### config.mk
export PLATFORM = sky130hd
export DESIGN_NAME = linear_interpolator_flat
export DESIGN_NICKNAME = d
export VERILOG_FILES = /design/src/rtl/linear_interpolator_if.sv /design/src/rtl/linear_interpolator.sv /design/src/flat_wrapper.sv
export SDC_FILE = /design/constraint.sdc
export NUM_CORES = 1
export LEC_CHECK = 0
export ABC_AREA = 1
export BUFFER_PORTS_ARGS = -buffer_cell sky130_fd_sc_hd__buf_4
export CORE_ASPECT_RATIO = 1.1
export CORE_MARGIN = 2
export CORE_UTILIZATION = 35
export CTS_BUF_LIST = sky130_fd_sc_hd__clkbuf_16
export CTS_CLUSTER_DIAMETER = 60
export DETAILED_ROUTE_END_ITERATION = 8
export RECOVER_POWER = 50
export REMOVE_ABC_BUFFERS = 1
export SYNTH_ARGS = -nofsm -noshare
export SYNTH_HDL_FRONTEND = slang
export SYNTH_SLANG_ARGS = --single-unit
### constraint.sdc
create_clock -name clk -period 2.55 [get_ports clk]
set_input_delay 0.51 -clock clk [delete_from_list [all_inputs] [get_ports clk]]
set_output_delay 0.51 -clock clk [all_outputs]
set_load 0.05 [all_outputs]
### src/rtl/linear_interpolator_if.sv
// linear_interpolator_if: handshake bundle for the linear interpolating upsampler.
//   input_data/input_valid/input_ready    : sample stream into the upsampler
//   factor_set                            : requested upsampling factor N
//   output_data/output_valid/output_ready : interpolated stream out of it
// Modports:
//   slave  - the upsampler itself (consumes input stream, drives output stream)
//   master - the environment around it (drives input stream, consumes output)
interface linear_interpolator_if #(
    parameter int SIZE_DATA   = 16,
    parameter int SIZE_WINDOW = 7
) ();
    logic signed [SIZE_DATA-1:0]   input_data;
    logic                          input_valid;
    logic                          input_ready;
    logic        [SIZE_WINDOW-1:0] factor_set;
    logic signed [SIZE_DATA-1:0]   output_data;
    logic                          output_valid;
    logic                          output_ready;

    modport slave (
        input  input_data,
        input  input_valid,
        output input_ready,
        input  factor_set,
        output output_data,
        output output_valid,
        input  output_ready
    );

    modport master (
        output input_data,
        output input_valid,
        input  input_ready,
        output factor_set,
        input  output_data,
        input  output_valid,
        output output_ready
    );
endinterface

### src/rtl/linear_interpolator.sv
// linear_interpolator: power-of-two linear interpolating upsampler.
// For every new sample after the first, emits N = factor_set points on the
// straight line from the previous sample towards the new one:
//   out[k] = prev + floor(k*(cur-prev)/N), k = 0..N-1
// Ports:
//   clk   - clock
//   reset - asynchronous, active-low reset
//   bus   - linear_interpolator_if.slave (input stream, factor, output stream)
// All outputs (input_ready, output_data, output_valid) are registered.
module linear_interpolator #(
    parameter int SIZE_DATA   = 16,
    parameter int SIZE_WINDOW = 7
) (
    input  logic                  clk,
    input  logic                  reset,
    linear_interpolator_if.slave  bus
);
    localparam int DIFF_W = SIZE_DATA + 1;
    // 6 extra bits hold prev scaled by up to 64 plus the running slope sum.
    localparam int ACC_W  = SIZE_DATA + 1 + 6;

    typedef enum logic [1:0] {
        ST_IDLE = 2'd0,
        ST_WAIT = 2'd1,
        ST_RUN  = 2'd2
    } state_t;

    // Map a factor to log2(N); anything that is not 1,2,4,..,64 behaves as N = 1.
    function automatic logic [2:0] factor_log2(input logic [SIZE_WINDOW-1:0] f);
        logic [2:0] l;
        case (f)
            SIZE_WINDOW'(1):  l = 3'd0;
            SIZE_WINDOW'(2):  l = 3'd1;
            SIZE_WINDOW'(4):  l = 3'd2;
            SIZE_WINDOW'(8):  l = 3'd3;
            SIZE_WINDOW'(16): l = 3'd4;
            SIZE_WINDOW'(32): l = 3'd5;
            SIZE_WINDOW'(64): l = 3'd6;
            default:          l = 3'd0;
        endcase
        return l;
    endfunction

    state_t                     state_r, state_s;
    logic signed [SIZE_DATA-1:0] prev_r, prev_s;
    logic signed [SIZE_DATA-1:0] cur_r, cur_s;
    logic signed [ACC_W-1:0]    acc_r, acc_s;
    logic signed [DIFF_W-1:0]   diff_r, diff_s;
    logic        [2:0]          shift_r, shift_s;
    logic        [5:0]          last_k_r, last_k_s;
    logic        [5:0]          k_r, k_s;
    logic                       input_ready_r, input_ready_s;
    logic                       output_valid_r, output_valid_s;
    logic signed [SIZE_DATA-1:0] output_data_r, output_data_s;

    logic                       hs_in_s;
    logic                       hs_out_s;
    logic        [2:0]          new_shift_s;
    logic signed [ACC_W-1:0]    prev_ext_s;
    logic signed [ACC_W-1:0]    acc_sum_s;

    assign hs_in_s     = bus.input_valid && input_ready_r;
    assign hs_out_s    = output_valid_r && bus.output_ready;
    assign new_shift_s = factor_log2(bus.factor_set);
    assign prev_ext_s  = {{(ACC_W-SIZE_DATA){prev_r[SIZE_DATA-1]}}, prev_r};
    assign acc_sum_s   = acc_r + {{(ACC_W-DIFF_W){diff_r[DIFF_W-1]}}, diff_r};

    assign bus.input_ready  = input_ready_r;
    assign bus.output_valid = output_valid_r;
    assign bus.output_data  = output_data_r;

    // Next-state and next-output logic for the IDLE/WAIT/RUN sequencer.
    always_comb begin
        state_s        = state_r;
        prev_s         = prev_r;
        cur_s          = cur_r;
        acc_s          = acc_r;
        diff_s         = diff_r;
        shift_s        = shift_r;
        last_k_s       = last_k_r;
        k_s            = k_r;
        input_ready_s  = input_ready_r;
        output_valid_s = output_valid_r;
        output_data_s  = output_data_r;

        case (state_r)
            ST_IDLE: begin
                input_ready_s = 1'b1;
                if (hs_in_s) begin
                    // First sample only primes the line start.
                    prev_s  = bus.input_data;
                    state_s = ST_WAIT;
                end else begin
                    state_s = ST_IDLE;
                end
            end
            ST_WAIT: begin
                input_ready_s = 1'b1;
                if (hs_in_s) begin
                    cur_s          = bus.input_data;
                    shift_s        = new_shift_s;
                    // 6-bit wrap makes N = 64 give 63 as well.
                    last_k_s       = (6'd1 << new_shift_s) - 6'd1;
                    acc_s          = prev_ext_s <<< new_shift_s;
                    diff_s         = {bus.input_data[SIZE_DATA-1], bus.input_data}
                                   - {prev_r[SIZE_DATA-1], prev_r};
                    k_s            = 6'd0;
                    // (prev <<< L) >>> L is prev itself: the k = 0 point.
                    output_data_s  = prev_r;
                    output_valid_s = 1'b1;
                    input_ready_s  = 1'b0;
                    state_s        = ST_RUN;
                end else begin
                    state_s = ST_WAIT;
                end
            end
            ST_RUN: begin
                input_ready_s = 1'b0;
                if (hs_out_s) begin
                    if (k_r == last_k_r) begin
                        // Segment done; its end point starts the next segment.
                        prev_s         = cur_r;
                        output_valid_s = 1'b0;
                        input_ready_s  = 1'b1;
                        state_s        = ST_WAIT;
                    end else begin
                        acc_s         = acc_sum_s;
                        k_s           = k_r + 6'd1;
                        output_data_s = SIZE_DATA'(acc_sum_s >>> shift_r);
                    end
                end else begin
                    state_s = ST_RUN;
                end
            end
            default: begin
                state_s        = ST_IDLE;
                input_ready_s  = 1'b0;
                output_valid_s = 1'b0;
            end
        endcase
    end

    // State and datapath registers with asynchronous active-low clear.
    always_ff @(posedge clk or negedge reset) begin
        if (!reset) begin
            state_r        <= ST_IDLE;
            prev_r         <= '0;
            cur_r          <= '0;
            acc_r          <= '0;
            diff_r         <= '0;
            shift_r        <= 3'd0;
            last_k_r       <= 6'd0;
            k_r            <= 6'd0;
            input_ready_r  <= 1'b0;
            output_valid_r <= 1'b0;
            output_data_r  <= '0;
        end else begin
            state_r        <= state_s;
            prev_r         <= prev_s;
            cur_r          <= cur_s;
            acc_r          <= acc_s;
            diff_r         <= diff_s;
            shift_r        <= shift_s;
            last_k_r       <= last_k_s;
            k_r            <= k_s;
            input_ready_r  <= input_ready_s;
            output_valid_r <= output_valid_s;
            output_data_r  <= output_data_s;
        end
    end
endmodule

### src/flat_wrapper.sv
// flat-port wrapper written by rule: the top's interface ports become plain ports
module linear_interpolator_flat 
#(
    parameter int SIZE_DATA   = 16,
    parameter int SIZE_WINDOW = 7
)
  (clk, reset, bus_input_data, bus_input_valid, bus_input_ready, bus_factor_set, bus_output_data, bus_output_valid, bus_output_ready);
  linear_interpolator_if #(.SIZE_DATA(SIZE_DATA), .SIZE_WINDOW(SIZE_WINDOW)) bus_i ();
  input  logic clk;
  input  logic reset;
  input wire logic [$bits(bus_i.input_data)-1:0] bus_input_data;
  input wire logic [$bits(bus_i.input_valid)-1:0] bus_input_valid;
  output wire logic [$bits(bus_i.input_ready)-1:0] bus_input_ready;
  input wire logic [$bits(bus_i.factor_set)-1:0] bus_factor_set;
  output wire logic [$bits(bus_i.output_data)-1:0] bus_output_data;
  output wire logic [$bits(bus_i.output_valid)-1:0] bus_output_valid;
  input wire logic [$bits(bus_i.output_ready)-1:0] bus_output_ready;
  assign bus_i.input_data = bus_input_data;
  assign bus_i.input_valid = bus_input_valid;
  assign bus_input_ready = bus_i.input_ready;
  assign bus_i.factor_set = bus_factor_set;
  assign bus_output_data = bus_i.output_data;
  assign bus_output_valid = bus_i.output_valid;
  assign bus_i.output_ready = bus_output_ready;
  linear_interpolator #(.SIZE_DATA(SIZE_DATA), .SIZE_WINDOW(SIZE_WINDOW)) u_core (.clk(clk), .reset(reset), .bus(bus_i));
endmodule
-- Yosys cells after proc, flatten, opt, wreduce, memory -nomap -nowiden
Cells that the tools add are included.
- output and inout bits: 18
- RAM bits: 0
- word-level logic and storage cells: 73
- memories kept: 0
- bits in latches: 0
- flip-flop bits (word level): 107
- bits in read-only memories: 0
- reductions and logical operators: 9
- divide/modulo/power cells: 0
- $add $sub $neg: 4
- shift-type cells: 3
- mux-type cells: 30
- multipliers: 0
- bitwise operators: 1
- equality and inequality tests: 15
- magnitude comparators: 0
- operators by type and width (operator ; number):
    16-bit 2-to-1 mux ; 6
    23-bit 2-to-1 mux ; 3
    16-bit case mux with 2 select lines ; 2
    23-bit case mux with 2 select lines ; 1
    23-bit adder ; 1
    16-bit by 3-bit <<< shifter with 23-bit output ; 1
    23-bit by 3-bit >>> shifter with 16-bit output ; 1
    6-bit 2-to-1 mux ; 3
    3-bit case mux with 6 select lines ; 1
    16-bit by 16-bit subtractor with 17-bit output ; 1
    6-bit case mux with 2 select lines ; 1
    4-bit AND reduction ; 3
    2-bit by 1-bit inequality test with 1-bit output, second input constant ; 4
    7-bit by 2-bit == test with 1-bit output, second input constant ; 1
    7-bit by 3-bit == test with 1-bit output, second input constant ; 1
    7-bit by 4-bit == test with 1-bit output, second input constant ; 1
    7-bit by 5-bit == test with 1-bit output, second input constant ; 1
    7-bit by 6-bit == test with 1-bit output, second input constant ; 1
    7-bit == test, second input constant ; 1
    1-bit 2-to-1 mux ; 7
    6-bit by 1-bit adder with 6-bit output, second input constant ; 1
    6-bit == test ; 1
    2-bit 2-to-1 mux ; 3
    1-bit case mux with 3 select lines ; 2
    other kinds (12) ; 14

-- Longest topological paths before layout
Gate-level depths: netlist (run 1).
- word-level depth: 5
- mapped depth: 18

-- Worst setup path after synthesis (run 1)
OpenSTA, ideal clock, no wires.
- path type: in2reg
- from: input bus_input_data[0]
- to: register u_core.diff_r[10]
- data required time: 2.421 ns
- setup slack: 0.359 ns
- cell stages on the path: 12
- arrival: 2.062 ns
- cell sequence: inv_1 -> ha_1 -> fa_1 -> o21ai_1 -> nand2_1 -> nand2_1 -> a21oi_1 -> o21ai_1 -> nand3_1 -> nand2_1 -> xnor2_1 -> o21ai_1
- word-level cells in the longest chain between the ends: 1
- RTL lines (what ; line ; RTL):
    start: declaration ; flat_wrapper.sv:11 ; input wire logic [$bits(bus_i.input_data)-1:0] bus_input_data;
    16-bit by 16-bit subtractor with 17-bit output ; linear_interpolator.sv:106 ; - {prev_r[SIZE_DATA-1], prev_r};
    end signal: assignment ; linear_interpolator.sv:162 ; diff_r <= diff_s;
    end: declaration ; linear_interpolator.sv:48 ; logic signed [DIFF_W-1:0] diff_r, diff_s;
No other way between the ends.
A chain may end at the register's enable or synchronous reset.

-- Worst setup path in the final report (run 1)
- from: register u_core.diff_r[5]
- to: register u_core.output_data_r[0] (netlist: u_core.bus.output_data[0])
- word-level cells in the longest chain between the ends: 5
- RTL lines (what ; line ; RTL):
    23-bit adder ; linear_interpolator.sv:66 ; assign acc_sum_s = acc_r + {{(ACC_W-DIFF_W){diff_r[DIFF_W-1]}}, diff_r};
    23-bit by 3-bit >>> shifter with 16-bit output ; linear_interpolator.sv:129 ; output_data_s = SIZE_DATA'(acc_sum_s >>> shift_r);
    16-bit 2-to-1 mux ; linear_interpolator.sv:120 ; if (k_r == last_k_r) begin
    16-bit 2-to-1 mux ; linear_interpolator.sv:119 ; if (hs_out_s) begin
    16-bit case mux with 2 select lines ; linear_interpolator.sv:86 ; case (state_r)
    end signal: assignment ; linear_interpolator.sv:168 ; output_data_r <= output_data_s;
    end: declaration ; linear_interpolator.sv:54 ; logic signed [SIZE_DATA-1:0] output_data_r, output_data_s;
No other way between the ends. The select of a mux whose other input is x is not followed.

==> flow_metrics.env, run 1 <==
export IMPL_finalNetCount=1352
export IMPL_coreArea_um2=23500
export IMPL_drive_above_1_share_pct=12.3
export IMPL_crit_start="u_core.diff_r[5]"
export IMPL_leakage_nw=4.81
export IMPL_dp_slack_ns=-0.0670
export IMPL_netlist_area_um2=8310
export IMPL_fin_worst_skew_ns=0.00817
export IMPL_initial_core_util_pct=35.4
export IMPL_min_path_type="in2async"
export IMPL_clk_pin_slew_ns=0.08
export IMPL_area_growth_pct=14.2
export IMPL_crit_chain="ha_1 > nand2_1 > nor2_1 > nand2_1 > nand3_1 > xnor2_2 > inv_1 > o21ai_0 > nand2_1 > o21ai_0 > nor2_1 > o21ai_0 > nand2_1"
export IMPL_p_per_area_nw_per_um2=1480
export IMPL_crit_end="u_core.bus.output_data[0]"
export IMPL_fin_crit_ns=2.44
export IMPL_reg2reg_depth=13
export IMPL_dp_hpwl_mm=18.6
export IMPL_wl_mm=24.0
export IMPL_grt_pass1_vias=7663
export IMPL_worst_pin_slew_ns=1.16
export IMPL_r2r_end="u_core.bus.output_data[0]"
export IMPL_htreeDepth=3
export IMPL_routabilityCongestion=0.938
export IMPL_crit_top_cell="nand2_1"
export IMPL_antenna_found_initial=0
export IMPL_ys_ff_latch=107
export IMPL_vias=8084
export IMPL_viasPerCell=5.07
export IMPL_root_buffer="clkbuf_16"
export IMPL_yosys_warnings=0
export IMPL_avgSynthCellArea_um2=6.70
export IMPL_ir_worst_vdd_v=0.000546
export IMPL_post_drt_wl_per_cell_um=15.1
export IMPL_antenna_cells=0
export IMPL_grt_max_degree=53
export IMPL_cts_tree="yes"
export IMPL_startpoint_type="register"
export IMPL_slew_violations=0
export IMPL_io_pins=45
export IMPL_final_cell_mix="nand2_1 (376), inv_1 (145), nand3_1 (120)"
export IMPL_grt_util_met1_pct=27.0
export IMPL_drc_errors=0
export IMPL_cts_made_buffers=9
export IMPL_fp_dieH_um=166
export IMPL_crit_type="reg2reg"
export IMPL_cts_sinks=107
export IMPL_critPathMaxFanout=4
export IMPL_slowest_delay_ns=0.44
export IMPL_layout_setup_ws_ns=0.108
export IMPL_ys_types=51
export IMPL_clock_path_buffers=2
export IMPL_fp_row_count=59
export IMPL_rsz0062_at_grt="true"
export IMPL_fillers=2545
export IMPL_grt_busiest_layer="met2"
export IMPL_reg2reg_slack_ns=0.11
export IMPL_dieArea_um2=25000
export IMPL_setup_violations_final=0
export IMPL_use_met3_pct=2.03
export IMPL_dp_cells=1575
export IMPL_firstDrtPassIters=6
export IMPL_insertion_delay_ns=0.36
export IMPL_final_hold_viol_count=0
export IMPL_cp_required_ns=2.80
export IMPL_overflow=0
export IMPL_status="finished clean"
export IMPL_slew_headroom_pct=22.8
export IMPL_yosysSeqAreaShare_pct=32.2
export IMPL_die_x_um=151
export IMPL_period_share_pct=95.8
export IMPL_postRouteAntennaNets=0
export IMPL_cpMaxStageDelayCell="dfrtp_1"
export IMPL_fmaxAchievable_mhz=409
export IMPL_io_buffers=44
export IMPL_worstPathArrival_ns=2.70
export IMPL_final_common_cell="nand2_1"
export IMPL_synthCells=1239
export IMPL_use_met2_pct=33.9
export IMPL_maxCapViolCount=0
export IMPL_drt_initial_drc_count=615
export IMPL_grt_usage_pct=20.1
export IMPL_fin_cells=1593
export IMPL_grt_pass1_wl_mm=39.2
export IMPL_r2r_start="u_core.diff_r[5]"
export IMPL_setup_worst_path_end_class="register"
## synth_stat cells, drive strengths merged
library cell / n / area, um^2
a21o: 1 / 7.51
nand3b: 4 / 30.0
a21oi: 63 / 315
a21boi: 1 / 7.51
a211oi: 1 / 7.51
nand3: 129 / 651
o31ai: 1 / 7.51
or2: 7 / 43.8
nand2: 382 / 1440
clkinv: 1 / 3.75
a22oi: 10 / 75.1
a31oi: 8 / 50.1
clkbuf: 26 / 97.6
o22ai: 4 / 25.0
nor3: 8 / 56.3
o21a: 2 / 15.0
inv: 157 / 589
fa: 2 / 40.0
xor2: 8 / 70.1
nor3b: 1 / 7.51
dfrtp: 107 / 2680
xnor2: 13 / 114
ha: 40 / 500
nor4: 2 / 27.5
o21bai: 2 / 15.0
nand4: 9 / 56.3
a31o: 1 / 8.76
and3: 1 / 6.26
o211ai: 40 / 345
buf: 21 / 133
o21ai: 109 / 561
nor2: 77 / 317
and2: 1 / 6.26
## what timing repair did
item | 4_1_cts | 5_1_grt
pin swaps | 0 | 1
endpoints found under the setup margin | 9 | 17
hold buffers | 0 | 0
cloned | 0 | 0
resized for setup | 2 | 33
buffers inserted | 0 | 2
## cell type report
class | instances | area, um^2 | area share, %
clock buffer | 9 | 225 | 2.37
clock inverter | 7 | 91.3 | 0.963
inverter | 158 | 593 | 6.25
multi-input combinational | 927 | 4930 | 52.0
sequential | 107 | 2680 | 28.2
tap | 305 | 382 | 4.02
timing repair buffer | 80 | 582 | 6.13
## worst min-delay path by stage
stage / start / to
after CTS: reset / u_core.bus.output_data[3]
after global routing: bus_input_data[8] / u_core.cur_r[8]
after floorplan: reset / u_core.acc_r[0]
after global placement: u_core.bus.output_data[2] / u_core.bus.output_data[2]
final: reset / u_core.bus.output_data[3]
after detailed placement: u_core.bus.output_data[2] / u_core.bus.output_data[2]
## cell families after synthesis
family                   synth area share (%)
adder cells (fa/ha/maj)                  6.51
AND/OR/NAND/NOR                          31.8
flip-flops                               32.2
buffers and inverters                    9.91
AO/OA/AOI/OAI                            17.3
XOR/XNOR                                 2.21
## worst max-delay path: cells and delay by family, from the launching register on
family / cells / cell delay [ns]
compound gates: 3 / 0.54
xor+xnor: 1 / 0.16
fa+ha+maj: 1 / 0.37
buf+inv: 1 / 0.08
flops: 1 / 0.44
simple gates: 7 / 0.74
## layer usage
layer | wire, um | vias up
met5 | 0 | -
met4 | 608 | 0
met3 | 830 | 38
met2 | 11400 | 186
met1 | 11200 | 3698
li1 | - | 4162
## state kept, by name, summed over array words and instances, names as in the netlist
register,flops
u_core.acc_r,23
u_core.diff_r,17
u_core.bus.output_data,16
u_core.cur_r,16
u_core.prev_r,16
u_core.k_r,6
u_core.last_k_r,6
u_core.shift_r,3
u_core.state_r,2
u_core.bus.input_ready,1
u_core.bus.output_valid,1
## where the power goes
part | leakage [nW] | switching, mW | internal [mW]
clock network | 0.157 | 0.681 | 0.861
registers | 1.33 | 0.602 | 2.47
logic | 3.32 | 6.16 | 3.28
total | 4.81 | 7.44 | 6.61
## metrics by stage
stage	total power [mW]	TNS [ns]	utilization, %	hold slack (ns)	instance area (um^2)
final	14.1	0	40.4	0.376	9480
after global routing	15.5	-0.108	40.4	0.388	9480
after CTS	13.7	0	39.9	0.181	9380
after detailed placement	12.1	-0.114	38.6	0.477	9050
after global placement	12.0	-0.0417	38.6	0.466	9050
after floorplan	9.50	-39.46	-	0.214	8080
No activity file was read; power rests on OpenSTA's default activity.
==> run 2: changes to the inputs <==
CELL_PAD_IN_SITES_DETAIL_PLACEMENT = 0   (was unset)
CELL_PAD_IN_SITES_GLOBAL_PLACEMENT = 2   (was unset)
CTS_BUF_LIST = unset   (was sky130_fd_sc_hd__clkbuf_16)
CTS_CLUSTER_SIZE = 40   (was unset)
PLACE_DENSITY_LB_ADDON = 0.1   (was unset)
==> run 2 against run 1 <==
The run now ends with capacitance limit, slew limit left. Sequential share of layout area down 0.77 points. Worst setup slack gained 0.040 ns. Cell area up 2.9%. Non-clock buffer count rose by 21. Via count up 1.2%. Sequential cell count stayed put. Clock power shrank 7%. Critical endpoint is now u_core.bus.output_data[7]. Largest power group unchanged.
==> flow_metrics.env, run 2 (synthesis gave the netlist of run 1 again) <==
export IMPL_worstPathArrival_ns=2.65
export IMPL_rsz0062_at_grt="true"
export IMPL_min_path_type="in2reg"
export IMPL_reg2reg_slack_ns=0.15
export IMPL_root_buffer="clkbuf_16"
export IMPL_largest_register="u_core.acc_r"
export IMPL_setup_worst_path_end_class="register"
export IMPL_final_common_cell="nand2_1"
export IMPL_initial_core_util_pct=35.4
export IMPL_insertion_delay_ns=0.38
export IMPL_layout_setup_ws_ns=0.147
export IMPL_maxCapViolCount=1
export IMPL_fp_dieH_um=166
export IMPL_cp_required_ns=2.80
export IMPL_r2r_start="u_core.diff_r[7]"
export IMPL_final_cell_mix="nand2_1 (369), inv_1 (144), nand3_1 (111)"
export IMPL_period_share_pct=94.2
export IMPL_critPathMaxFanout=4
export IMPL_finalNetCount=1373
export IMPL_antenna_found_initial=0
export IMPL_final_hold_viol_count=0
export IMPL_wl_mm=27.7
export IMPL_fin_util_pct=41.6
export IMPL_top_regs="u_core.acc_r: 23 flops, u_core.diff_r: 17 flops"
export IMPL_slew_violations=34
export IMPL_io_buffers=44
export IMPL_htreeDepth=3
export IMPL_p_per_area_nw_per_um2=1520
export IMPL_grt_max_degree=53
export IMPL_setup_violations_final=0
export IMPL_dp_hpwl_mm=21.6
export IMPL_overflow=0
export IMPL_slew_headroom_pct=-45.5
export IMPL_hold_path_end="u_core.cur_r[5]"
export IMPL_fp_row_count=59
export IMPL_clk_pin_slew_ns=0.08
export IMPL_cts_tree="yes"
export IMPL_leakage_nw=4.89
export IMPL_io_pins=45
export IMPL_status="finished with violations"
export IMPL_fmaxAchievable_mhz=416
export IMPL_min_from="bus_input_data[5]"
export IMPL_ir_worst_vdd_v=0.000404
export IMPL_drive_above_1_share_pct=15.7
export IMPL_r2r_end="u_core.bus.output_data[7]"
export IMPL_coreArea_um2=23500
export IMPL_fin_crit_ns=2.40
export IMPL_dp_slack_ns=-0.0985
export IMPL_grt_usage_pct=23.1
export IMPL_area_growth_pct=17.5
export IMPL_post_drt_wl_per_cell_um=17.1
export IMPL_hold_path_depth=3
export IMPL_firstDrtPassIters=5
export IMPL_worst_pin_slew_ns=2.18
export IMPL_viasPerCell=5.07
export IMPL_holdBufCountCts=0
export IMPL_grt_pass1_vias=8073
export IMPL_vias=8177
export IMPL_drc_errors=0
export IMPL_postRouteAntennaNets=0
export IMPL_violations="capacitance limit, slew limit"
export IMPL_grt_pass1_wl_mm=43.9
export IMPL_die_x_um=151
export IMPL_fin_worst_skew_ns=0.0204
export IMPL_cts_made_buffers=9
export IMPL_drt_initial_drc_count=461
export IMPL_cts_sinks=107
export IMPL_dieArea_um2=25000
export IMPL_reg2reg_depth=17
export IMPL_antenna_cells=0
export IMPL_routabilityCongestion=0.864
export IMPL_crit_type="reg2reg"
export IMPL_clock_path_buffers=2
export IMPL_largest_register_ffs=23
export IMPL_startpoint_type="register"
[run 2: changes by cell type in the layout (fill, tap and decap cells not counted), sizes merged]
cell	delta
buf	+20
bufinv	-2
clkbuf	+2
clkinv	-2
clkinvlp	+2
dlymetal6s4s	-1
inv	+2
[run 2: worst max path at each step]
stage                      startpoint                        end  slack, ns
3_5_place_dp         u_core.diff_r[0]  u_core.bus.output_data[7]       -0.1
5_1_grt              u_core.diff_r[0]  u_core.bus.output_data[3]      -0.01
4_1_cts              u_core.diff_r[0]  u_core.bus.output_data[7]     0.0004
6_report             u_core.diff_r[7]  u_core.bus.output_data[7]       0.15
3_3_place_gp         u_core.diff_r[0]  u_core.bus.output_data[7]       -0.1
2_1_floorplan  u_core.bus.input_ready              u_core.k_r[4]      -1.17
[run 2: what timing repair did]
action                                  CTS  global route
endpoints found under the setup margin   14            16
endpoints found under the hold margin     0             0
pin swaps                                 2             2
buffers inserted                          1             2
gates cloned                              0             0
resized for setup                         9            54
[run 2: area by class of cell]
class | count | area, um^2
fill | 2564 | 13700
multi-input combinational | 927 | 5060
sequential | 107 | 2680
timing repair buffer | 101 | 749
inverter | 158 | 593
tap | 305 | 382
clock buffer | 9 | 225
clock inverter | 7 | 68.8
[run 2: report_power, final]
part | switching (mW) | total (mW) | internal (mW)
Clock | 0.745 | 1.43 | 0.689
Combinational | 6.67 | 10.3 | 3.66
Sequential | 0.609 | 3.08 | 2.47
[run 2: routing by layer]
layer / wire (um) / up-vias / share of wire, % / GRT usage, %
met2: 12500 / 143 / 45 / 37.5
met5: 0 / - / 0 / 0
met1: 13600 / 3789 / 49 / 32.2
met4: 812 / 0 / 2.9 / 9.22
li1: - / 4205 / - / -
met3: 746 / 40 / 2.7 / 1.46
[run 2: critical path, stage by stage, from the launching register on]
cell and delay [ns]:
dfrtp_1 0.41, ha_2 0.33, nand2_1 0.14, inv_1 0.06, nand2_1 0.06, nand2_1 0.08, inv_1 0.07, nand2_2 0.08
buf_4 0.16, nand2_1 0.07, nand2_2 0.07, or2_4 0.25, nand2_2 0.08, nand2_2 0.07, nand3_2 0.10, nand3_2 0.10
nand3_2 0.10, nand2_1 0.06
[run 2: through the flow]
stage | area, um^2 | hold slack, ns | setup TNS, ns | instances | total power [mW]
after floorplan | 8080 | 0.214 | -39.46 | 1192 | 9.50
after global placement | 9220 | 0.466 | -0.603 | 1595 | 12.8
final | 9760 | 0.366 | 0 | 1614 | 14.8
after CTS | 9560 | 0.124 | 0 | 1612 | 14.4
after detailed placement | 9220 | 0.469 | -0.448 | 1595 | 12.8
after global routing | 9760 | 0.382 | -0.0193 | 1614 | 16.3
==> run 3: changes to the inputs <==
ABC_AREA = unset   (was 1)
==> run 3 against run 2 <==
The run ends with capacitance limit, slew limit, setup timing left. Worst setup slack worse by 0.68 ns. Hold slack worse by 0.0072 ns. Cell area is 7.1% higher. Critical endpoint is now u_core.bus.output_data[10].
==> flow_metrics.env, run 3 <==
export IMPL_status="finished with violations"
export IMPL_violations="capacitance limit, slew limit, setup timing"
export IMPL_worst_pin_slew_ns=1.56
export IMPL_p_clk_share_pct=8.2
export IMPL_insertion_delay_ns=0.37
export IMPL_fmaxAchievable_mhz=324
export IMPL_seq_power_share_pct=18.0
export IMPL_wl_mm=24.6
export IMPL_hold_path_end="u_core.cur_r[15]"
export IMPL_grt_usage_pct=21.3
export IMPL_die_x_um=146
export IMPL_drt_initial_drc_count=368
export IMPL_hold_path_depth=3
export IMPL_ys_flop_type="dfrtp_1"
export IMPL_coreArea_um2=22000
export IMPL_fillers=2230
export IMPL_synthCells=959
export IMPL_netlist_area_um2=7770
export IMPL_overflow=0
export IMPL_top_regs="u_core.acc_r: 23 flops, u_core.diff_r: 17 flops"
export IMPL_p_int_mw=8.92
export IMPL_cpMaxStageDelayCell="mux4_2"
export IMPL_avgSynthCellArea_um2=8.10
export IMPL_p_per_area_nw_per_um2=1620
export IMPL_critPathMaxFanout=3
export IMPL_slowest_delay_ns=0.50
export IMPL_io_pins=45
export IMPL_synth_area_mux_share_pct=7.38
export IMPL_ir_worst_vdd_v=0.000471
export IMPL_dp_cells=1368
export IMPL_synthTopCellsByArea="dfrtp_1 (34%), nand2_1 (8.0%), ha_1 (6.4%)"
export IMPL_setup_violations_final=20
export IMPL_clk_pin_slew_ns=0.08
export IMPL_clock_path_buffers=2
export IMPL_fin_cells=1408
export IMPL_drc_errors=0
export IMPL_slew_headroom_pct=-3.84
export IMPL_r2r_start="u_core.diff_r[0]"
export IMPL_synth_edf_count=0
export IMPL_dieArea_um2=23400
export IMPL_antenna_found_initial=0
export IMPL_ys_types=62
export IMPL_cts_sinks=107
export IMPL_dp_slack_ns=-0.695
export IMPL_path_delay_family="compound AO/OA/AOI/OAI gates"
export IMPL_period_share_pct=121
export IMPL_io_buffers=44
export IMPL_synth_top_family_by_area="simple AND/OR/NAND/NOR gates"
export IMPL_power_frac_comb_pct=73.8
export IMPL_setup_tns_ns=-6.25
export IMPL_stdcell_area_um2=10400
export IMPL_p_sw_mw=8.03
export IMPL_worstPathArrival_ns=3.33
export IMPL_post_drt_wl_per_cell_um=17.5
export IMPL_drive_above_1_share_pct=30.1
export IMPL_cp_num_buf_inv=1
export IMPL_yosys_area_share_simple_pct=20.8
export IMPL_cp_required_ns=2.80
export IMPL_htreeDepth=3
export IMPL_vias=7280
export IMPL_fin_crit_ns=3.08
export IMPL_largest_register_ffs=23
export IMPL_rsz0062_at_grt="true"
export IMPL_final_common_cell="buf_4"
export IMPL_viasPerCell=5.17
export IMPL_slew_violations=108
export IMPL_synthTopCellsByCount="nand2_1 (165), dfrtp_1 (107), nor2_1 (97)"
export IMPL_synthAdderAreaFrac_pct=6.96
export IMPL_ys_ff_latch=107
export IMPL_leakage_nw=4.95
export IMPL_dp_hpwl_mm=17.8
export IMPL_grt_pass1_vias=7107
export IMPL_synth_compound_area_share_pct=20.6
export IMPL_grt_pass1_wl_mm=39.4
export IMPL_min_path_type="in2reg"
export IMPL_yosys_area_top_type="dfrtp_1"
export IMPL_finalNetCount=1178
export IMPL_firstDrtPassIters=5
export IMPL_largest_register="u_core.acc_r"
export IMPL_fin_util_pct=47.6
export IMPL_final_cell_mix="buf_4 (181), nand2_1 (159), dfrtp_1 (107)"
export IMPL_yosysSeqAreaShare_pct=34.5
export IMPL_crit_top_cell="a21o_1"
export IMPL_reg2reg_depth=12
export IMPL_final_hold_viol_count=0
export IMPL_p_total_mw=17.0
export IMPL_grt_max_degree=108
export IMPL_crit_chain="ha_2 > inv_2 > fa_2 > nand2b_4 > a21o_1 > a21o_1 > o21ba_4 > a311oi_2 > xor2_1 > mux4_2 > a222oi_1 > nand2_1"
export IMPL_yosysMostFrequentCell="nand2_1"
export IMPL_fp_dieH_um=160
export IMPL_routabilityCongestion=0.818
export IMPL_postRouteAntennaNets=0
export IMPL_r2r_end="u_core.bus.output_data[10]"
export IMPL_synth_xor_area_share_pct=5.48
export IMPL_timing_hold_ws_ns=0.359
export IMPL_holdBufCountCts=0
export IMPL_yosys_warnings=0
export IMPL_fp_row_count=57
export IMPL_crit_type="reg2reg"
export IMPL_yosys_area_top_type_share_pct=34.5
export IMPL_initial_core_util_pct=35.4
export IMPL_cts_tree="yes"
export IMPL_fin_worst_skew_ns=0.0119
export IMPL_startpoint_type="register"
export IMPL_place_area_um2=9310
export IMPL_async_flop_share_pct=100
export IMPL_maxCapViolCount=1
export IMPL_setup_worst_path_end_class="register"
export IMPL_root_buffer="clkbuf_16"
export IMPL_switching_share_pct=47.4
export IMPL_reg2reg_slack_ns=-0.53
export IMPL_cts_made_buffers=9
export IMPL_min_from="bus_input_data[15]"
export IMPL_antenna_cells=0
export IMPL_area_growth_pct=34.5
export IMPL_layout_setup_ws_ns=-0.534
## run 3: changes by cell type after synthesis, sizes merged, moves of 15 or more
cell,previous run,this run
mux2i,0,40
o211ai,40,10
nand2,382,165
nor2,77,97
a31oi,8,29
inv,157,29
clkbuf,26,47
nand3,129,23
o21ai,109,74
xor2,8,23
## run 3: worst max-delay path by stage
stage                                 startpoint                          to  slack, ns  cells past startpoint
after floorplan           u_core.bus.input_ready  u_core.bus.output_data[15]      -2.39                      8
final                           u_core.diff_r[0]  u_core.bus.output_data[10]      -0.53                     12
after global placement          u_core.diff_r[0]  u_core.bus.output_data[10]      -0.66                     12
after global routing            u_core.diff_r[0]  u_core.bus.output_data[12]      -0.61                     12
after CTS                       u_core.diff_r[0]  u_core.bus.output_data[10]      -0.49                     12
after detailed placement        u_core.diff_r[0]  u_core.bus.output_data[10]      -0.69                     12
## run 3: worst reg2reg max path: cells and delay by family, from the launching register on
| kind | cells | cell delay (ns) |
|---|---|---|
| adders and majority gates | 2 | 0.53 |
| AOI/OAI and AO/OA | 5 | 1.15 |
| xor gates and xnor gates | 1 | 0.15 |
| buffers and inverters | 1 | 0.04 |
| and+or+nand+nor | 2 | 0.23 |
| DFF | 1 | 0.37 |
| muxes | 1 | 0.50 |
## run 3: logic make-up (layout without fill, tap and decap cells)
logic type	Yosys count	in the layout
AND/OR/NAND/NOR	369	369
AO/OA/AOI/OAI	259	259
flip-flops	107	107
buffers and inverters	86	240
multiplexers	49	49
XOR/XNOR	47	47
adder cells (fa/ha/maj)	42	42
## run 3: per-layer routing
metal / vias to the layer above / part of all wire (%) / global-route usage (%)
met5: - / 0 / 0
met4: 0 / 1.6 / 5.43
met3: 31 / 2.5 / 2.26
met2: 118 / 46 / 33.6
met1: 3436 / 50 / 31.2
li1: 3695 / - / -
## run 3: repair_timing
| action | CTS | global route |
|---|---|---|
| setup endpoints to repair | 32 | 33 |
| pin swaps | 53 | 55 |
| gates resized for setup | 93 | 62 |
| buffers inserted | 12 | 19 |
## run 3: final cells by class
type                    count  area, um^2  area share (%)
multi-input cells         766        5440            52.1
flip-flops and latches    107        2680            25.6
repair buffers            196        1570            15.1
well taps                 295         369            3.53
clock buffers               9         225            2.16
inverters                  29         109            1.04
clock inverters             6        51.3           0.491
## run 3: power by group through the flow
stage          clock [mW]  sequential (mW)  combinational, mW
5_1_grt              1.51             3.14               13.7
6_report             1.39             3.05               12.5
3_5_place_dp            0             3.03               10.1
4_1_cts              1.43             3.02               11.4
2_1_floorplan           0             3.38               5.62
3_3_place_gp            0             3.02               10.1
